### src/rtl/hazard_ctrl.sv
// hazard_ctrl: E-stage forwarding, load-use / RAW bubbles, branch-redirect flush,
// data-memory freeze with wait-timeout detection, and saturating stall/flush counters.
module hazard_ctrl #(
   parameter int unsigned REG_AW      = 5,
   parameter int unsigned FWD_EN      = 1,
   parameter int unsigned MEM_TIMEOUT = 15,
   parameter int unsigned WAIT_W      = 4,
   parameter int unsigned CNT_W       = 32
) (
   input  logic              clk,
   input  logic              rst,
   input  logic [REG_AW-1:0] i_rs1_d,
   input  logic [REG_AW-1:0] i_rs2_d,
   input  logic [REG_AW-1:0] i_rs1_e,
   input  logic [REG_AW-1:0] i_rs2_e,
   input  logic [REG_AW-1:0] i_rd_e,
   input  logic              i_reg_write_e,
   input  logic              i_mem_read_e,
   input  logic              i_pc_src_e,
   input  logic [REG_AW-1:0] i_rd_m,
   input  logic              i_reg_write_m,
   input  logic              i_dmem_req_m,
   input  logic              i_dmem_ready_m,
   input  logic [REG_AW-1:0] i_rd_w,
   input  logic              i_reg_write_w,
   output logic [1:0]        o_forward_a_e,
   output logic [1:0]        o_forward_b_e,
   output logic              o_stall_f,
   output logic              o_stall_d,
   output logic              o_stall_e,
   output logic              o_stall_m,
   output logic              o_stall_w,
   output logic              o_flush_d,
   output logic              o_flush_e,
   output logic              o_mem_timeout,
   output logic [CNT_W-1:0]  o_stall_cnt,
   output logic [CNT_W-1:0]  o_flush_cnt
);

   typedef enum logic [0:0] {StRun, StWait} state_t;

   state_t            r_state, w_state_nxt;
   logic [WAIT_W-1:0] r_wait, w_wait_nxt;
   logic              r_timeout;
   logic [CNT_W-1:0]  r_stall_cnt;
   logic [CNT_W-1:0]  r_flush_cnt;

   logic w_frz, w_redirect, w_e_hit, w_m_hit, w_lu, w_raw, w_bubble;

   // Register x0 is hard-wired, so it never creates a dependency.
   function automatic logic f_hit(input logic [REG_AW-1:0] a, input logic [REG_AW-1:0] b);
      return (a != '0) && (a == b);
   endfunction

   assign w_frz      = i_dmem_req_m & ~i_dmem_ready_m;
   assign w_redirect = i_pc_src_e & ~w_frz;
   assign w_e_hit    = f_hit(i_rd_e, i_rs1_d) | f_hit(i_rd_e, i_rs2_d);
   assign w_m_hit    = f_hit(i_rd_m, i_rs1_d) | f_hit(i_rd_m, i_rs2_d);
   assign w_lu       = (FWD_EN != 0) & i_mem_read_e & i_reg_write_e & w_e_hit;
   // Without forwarding, W needs no check because the regfile writes through.
   assign w_raw      = (FWD_EN == 0) & ((i_reg_write_e & w_e_hit) | (i_reg_write_m & w_m_hit));
   assign w_bubble   = w_lu | w_raw;

   // Forwarding mux selects; M result has priority over W as it is younger.
   always_comb begin
      o_forward_a_e = 2'b00;
      o_forward_b_e = 2'b00;
      if (!rst && (FWD_EN != 0)) begin
         if (i_reg_write_m && f_hit(i_rs1_e, i_rd_m))      o_forward_a_e = 2'b10;
         else if (i_reg_write_w && f_hit(i_rs1_e, i_rd_w)) o_forward_a_e = 2'b01;
         if (i_reg_write_m && f_hit(i_rs2_e, i_rd_m))      o_forward_b_e = 2'b10;
         else if (i_reg_write_w && f_hit(i_rs2_e, i_rd_w)) o_forward_b_e = 2'b01;
      end
   end

   // Stall/flush decode with priority freeze > redirect > bubble.
   always_comb begin
      o_stall_f = 1'b0;
      o_stall_d = 1'b0;
      o_stall_e = 1'b0;
      o_stall_m = 1'b0;
      o_stall_w = 1'b0;
      o_flush_d = 1'b0;
      o_flush_e = 1'b0;
      if (!rst) begin
         if (w_frz) begin
            o_stall_f = 1'b1;
            o_stall_d = 1'b1;
            o_stall_e = 1'b1;
            o_stall_m = 1'b1;
            o_stall_w = 1'b1;
         end else if (w_redirect) begin
            o_flush_d = 1'b1;
            o_flush_e = 1'b1;
         end else if (w_bubble) begin
            o_stall_f = 1'b1;
            o_stall_d = 1'b1;
            o_flush_e = 1'b1;
         end
      end
   end

   // Next state and wait count; the count equals consecutive frozen edges so far.
   always_comb begin
      w_state_nxt = r_state;
      w_wait_nxt  = '0;
      unique case (r_state)
         StRun: begin
            if (w_frz) begin
               w_state_nxt = StWait;
               w_wait_nxt  = WAIT_W'(1);
            end
         end
         StWait: begin
            if (w_frz) begin
               w_wait_nxt = (r_wait == '1) ? r_wait : r_wait + WAIT_W'(1);
            end else begin
               w_state_nxt = StRun;
            end
         end
         default: w_state_nxt = StRun;
      endcase
   end

   // FSM state, wait counter and sticky timeout.
   always_ff @(posedge clk or posedge rst) begin
      if (rst) begin
         r_state   <= StRun;
         r_wait    <= '0;
         r_timeout <= 1'b0;
      end else begin
         r_state <= w_state_nxt;
         r_wait  <= w_wait_nxt;
         if (w_frz && (w_wait_nxt == WAIT_W'(MEM_TIMEOUT))) r_timeout <= 1'b1;
      end
   end

   // Saturating performance counters; lu/raw bubbles are not counted as flushes.
   always_ff @(posedge clk or posedge rst) begin
      if (rst) begin
         r_stall_cnt <= '0;
         r_flush_cnt <= '0;
      end else begin
         if (o_stall_f && (r_stall_cnt != '1)) r_stall_cnt <= r_stall_cnt + CNT_W'(1);
         if (w_redirect && (r_flush_cnt != '1)) r_flush_cnt <= r_flush_cnt + CNT_W'(1);
      end
   end

   assign o_mem_timeout = r_timeout;
   assign o_stall_cnt   = r_stall_cnt;
   assign o_flush_cnt   = r_flush_cnt;

endmodule

### config.mk
export PLATFORM = sky130hd
export DESIGN_NAME = hazard_ctrl
export DESIGN_NICKNAME = d
export VERILOG_FILES = /design/src/rtl/hazard_ctrl.sv
export SDC_FILE = /design/constraint.sdc
export NUM_CORES = 1
export LEC_CHECK = 0
export CAP_MARGIN = 20
export CORE_MARGIN = 3
export CORE_UTILIZATION = 40
export CTS_BUF_LIST = sky130_fd_sc_hd__clkbuf_4
export CTS_CLUSTER_SIZE = 25
export DETAILED_ROUTE_END_ITERATION = 12
export PLACE_DENSITY_LB_ADDON = 0.3
export SYNTH_ARGS = -nofsm -noshare
export SYNTH_HDL_FRONTEND = slang
export SYNTH_SLANG_ARGS = --single-unit
### constraint.sdc
create_clock -name clk -period 2.8 [get_ports clk]
set_clock_uncertainty 0.2 [all_clocks]
set_input_delay 0.56 -clock clk [delete_from_list [all_inputs] [get_ports clk]]
set_output_delay 0.56 -clock clk [all_outputs]
set_load 0.02 [all_outputs]
==> results of run 1 <==
-- final timing paths --
path / endpoint / slack (ps) / depth (start not counted)
max: o_forward_a_e[0] / -100 / 6
min: r_wait[0] / 280 / 1
max reg2reg: o_stall_cnt[18] / 240 / 6
min reg2reg: r_wait[0] / 280 / 1
max in group asynchronous: o_stall_cnt[27] / 990 / 4
min in group asynchronous: o_stall_cnt[11] / 830 / 4
-- state kept, by name (all words and copies together), names as in the netlist --
register,flops
o_stall_cnt,32
r_state,1
o_flush_cnt,32
o_mem_timeout,1
r_wait,4
-- placed cells by master, fill, tap and decap left out, types with 9 or more instances in the layout --
cell type,instances
xor2_1,38
inv_1,16
nor2_1,29
dlygate4sd2_1,11
nor4_1,17
clkdlybuf4s50_1,92
nor3_1,21
dfrtp_1,70
xnor2_1,50
buf_4,40
nand4_1,18
nand2_1,35
clkbuf_4,9
nand3_1,30
-- layer usage --
layer / global-route usage / wire (um)
met1: 0.2543 / 4710
met2: 0.3196 / 5125
met3: 0.04077 / 506
met4: 0.05888 / 142
met5: 0 / 0
-- per-stage QoR --
step | util | hold WS, ps | cell area (um^2) | instances | worst slack (ps)
final | 0.6089 | 275.4 | 5679 | 696 | -96.37
after global routing | 0.6089 | 281.4 | 5679 | 696 | -61.27
after CTS | 0.6031 | 265.4 | 5625 | 695 | -21.32
after detailed placement | 0.5863 | 260.4 | 5469 | 678 | -666.6
after global placement | 0.5863 | 253.5 | 5469 | 678 | -625.4
after floorplan | - | 237.6 | 3889 | 400 | 38.62
-- repair_timing --
action                                  in CTS  in global routing
endpoints found under the setup margin       8                 14
resized for setup                           51                 22
pin swaps                                    7                  7
setup buffers                                1                  1
-- critical path, cell delays in order --
cell	delay, ps
dlygate4sd2_1	250
or4_4	540
nor2_4	110
nor4_2	60
nor4_1	360
buf_2	250
-- area by class of cell --
type                    count  area share
repair buffers            157      0.2531
clock inverters             7     0.01256
flip-flops and latches     70      0.3084
inverters                  17     0.01190
well taps                 129     0.02842
clock buffers               9     0.01190
multi-input cells         307      0.3737
-- power by group --
group / switching (mW) / internal, mW
combinational: 0.302 / 0.315
sequential: 0.119 / 1.09
clock: 0.390 / 0.274
total: 0.811 / 1.68
-- cells by family (layout without fill, tap and decap cells) --
kind of cell / Yosys count / in the layout / share of synthesized area
multiplexers: 4 / 4 / 0.01127
AND/OR/NAND/NOR: 197 / 197 / 0.2725
AO/OA/AOI/OAI: 14 / 14 / 0.02770
XOR/XNOR: 89 / 89 / 0.2006
flip-flops: 70 / 70 / 0.4509
buffers and inverters: 23 / 190 / 0.02737
adder cells (fa/ha/maj): 3 / 3 / 0.009663
==> flow_summary_export.csv, run 1 <==
group,metric,value,unit
run_status,outcome,"finished with violations",
run_status,failed_checks,"setup timing",
critical_path,arrival,2140,ps
synthesis,synth_area_per_cell,9.712,um^2
detailed_routing,detail-route-antenna-nets,0,
critical_path,cp_max_fo,2,
place,gp_congestion,0.8652,
power,total_power,2.490,mW
detailed_routing,num_vias,3567,
place,io_buffers,119,
synthesis,yosysWarningCount,0,
floorplan,rows,35,
detailed_routing,post-route-drc-count,0,
cts,cts-root-buf,"clkbuf_4",
synthesis,synth_commonest_cells,"dfrtp_1, xnor2_1, xor2_1",
synthesis,yosysMostFrequentCell,"dfrtp_1",
global_routing,grt_pass1_wl,17660,um
detailed_routing,first_iter_violations,132,
cts,h-tree-depth,3,
min_path,min_path_type,"flop to flop",
cells_and_area,n_fill_cell,817,
cells_and_area,regArea,1752,um^2
power,ir_drop,0.3306,mV
cts,clock_sinks,70,
sta,finalCriticalPeriod,2896,ps
detailed_routing,wl,10480,um
sta,min_period_over_period,1.034,
detailed_routing,first_pass_iters,4,
critical_path,r2r_start,"o_stall_cnt[13]",
synthesis,synth_cell_types,43,
cells_and_area,drive_above_1_share,0.1570,
cts,cts_buffers,9,
global_routing,antenna_found_initial,0,
sta,fmax,345.3,MHz
sta,slew-limit-headroom,0.4009,
sta,setup_violations,1,
floorplan,die_w,104.6,um
synthesis,async_flop_share,1.000,
floorplan,fp.dieArea,10930,um^2
synthesis,ys_top_cells_by_area,"dfrtp_1, xnor2_1, xor2_1, nand3_1, nand2_1",
critical_path,crit_path_end_kind,"primary output",
cts,clk_latency,410,ps
critical_path,path_class,"input port to primary output",
synthesis,synth_top_area_share,0.4509,
cells_and_area,layout.nets,609,
cts,path_clk_slew,120,ps
synthesis,syn_area,3885,um^2
run,drv_cap,0,
critical_path,crit_path_start_kind,"input port",
sta,fin_setup_tns,-96.37,ps
cts,cts_hold_buf,0,
place,dpl.hpwl,7782,um
power,leakage,2.526,nW
sta,drv_slew,0,
cts,cts_tree,"yes",
cells_and_area,diodes,0,
synthesis,netlist_instances,400,
synthesis,synth-main-ff-cell,"dfrtp_1",
global_routing,grt-ovfl-total,0,
min_path,hp-start,"r_state",
detailed_routing,viasPerCell,5.125,
sta,worst_pin_slew,898.6,ps
floorplan,coreArea,9328,um^2
synthesis,synth_edf_count,0,
power,power_density,438.4,nW/um^2
sta,hold_viol,0,
cells_and_area,area_growth,46.18,%
sta,rsz0062_at_grt,"yes",
global_routing,grt_pass1_vias,3680,
floorplan,start_util,0.4165,
sta,fin_ws,-96.37,ps
synthesis,yosysTopAreaCell,"dfrtp_1",
floorplan,ios,120,
cts,clk_path_buf_depth,2,
synthesis,synth_fp_nets,447,
cells_and_area,multi_input_area,2122,um^2
floorplan,chipHeight,104.6,um
global_routing,gr-usage-all-layers,0.1933,
synthesis,seq_area_frac_synth,0.4509,
critical_path,crit_path_start,"i_rs1_e[4]",
global_routing,grt_max_degree,71,
synthesis,ys_ff_latch,70,
critical_path,worstPathRequired,2040,ps
detailed_routing,avgRoutedWirePerCell,15.06,um
(Power assumes the default switching activity.)
==> inputs of run 2 (changes only) <==
Settings changed: CAP_MARGIN 20 to unset.
==> results of run 2 <==
Same layout as run 1: the final DEF is identical, and so are final timing and power.
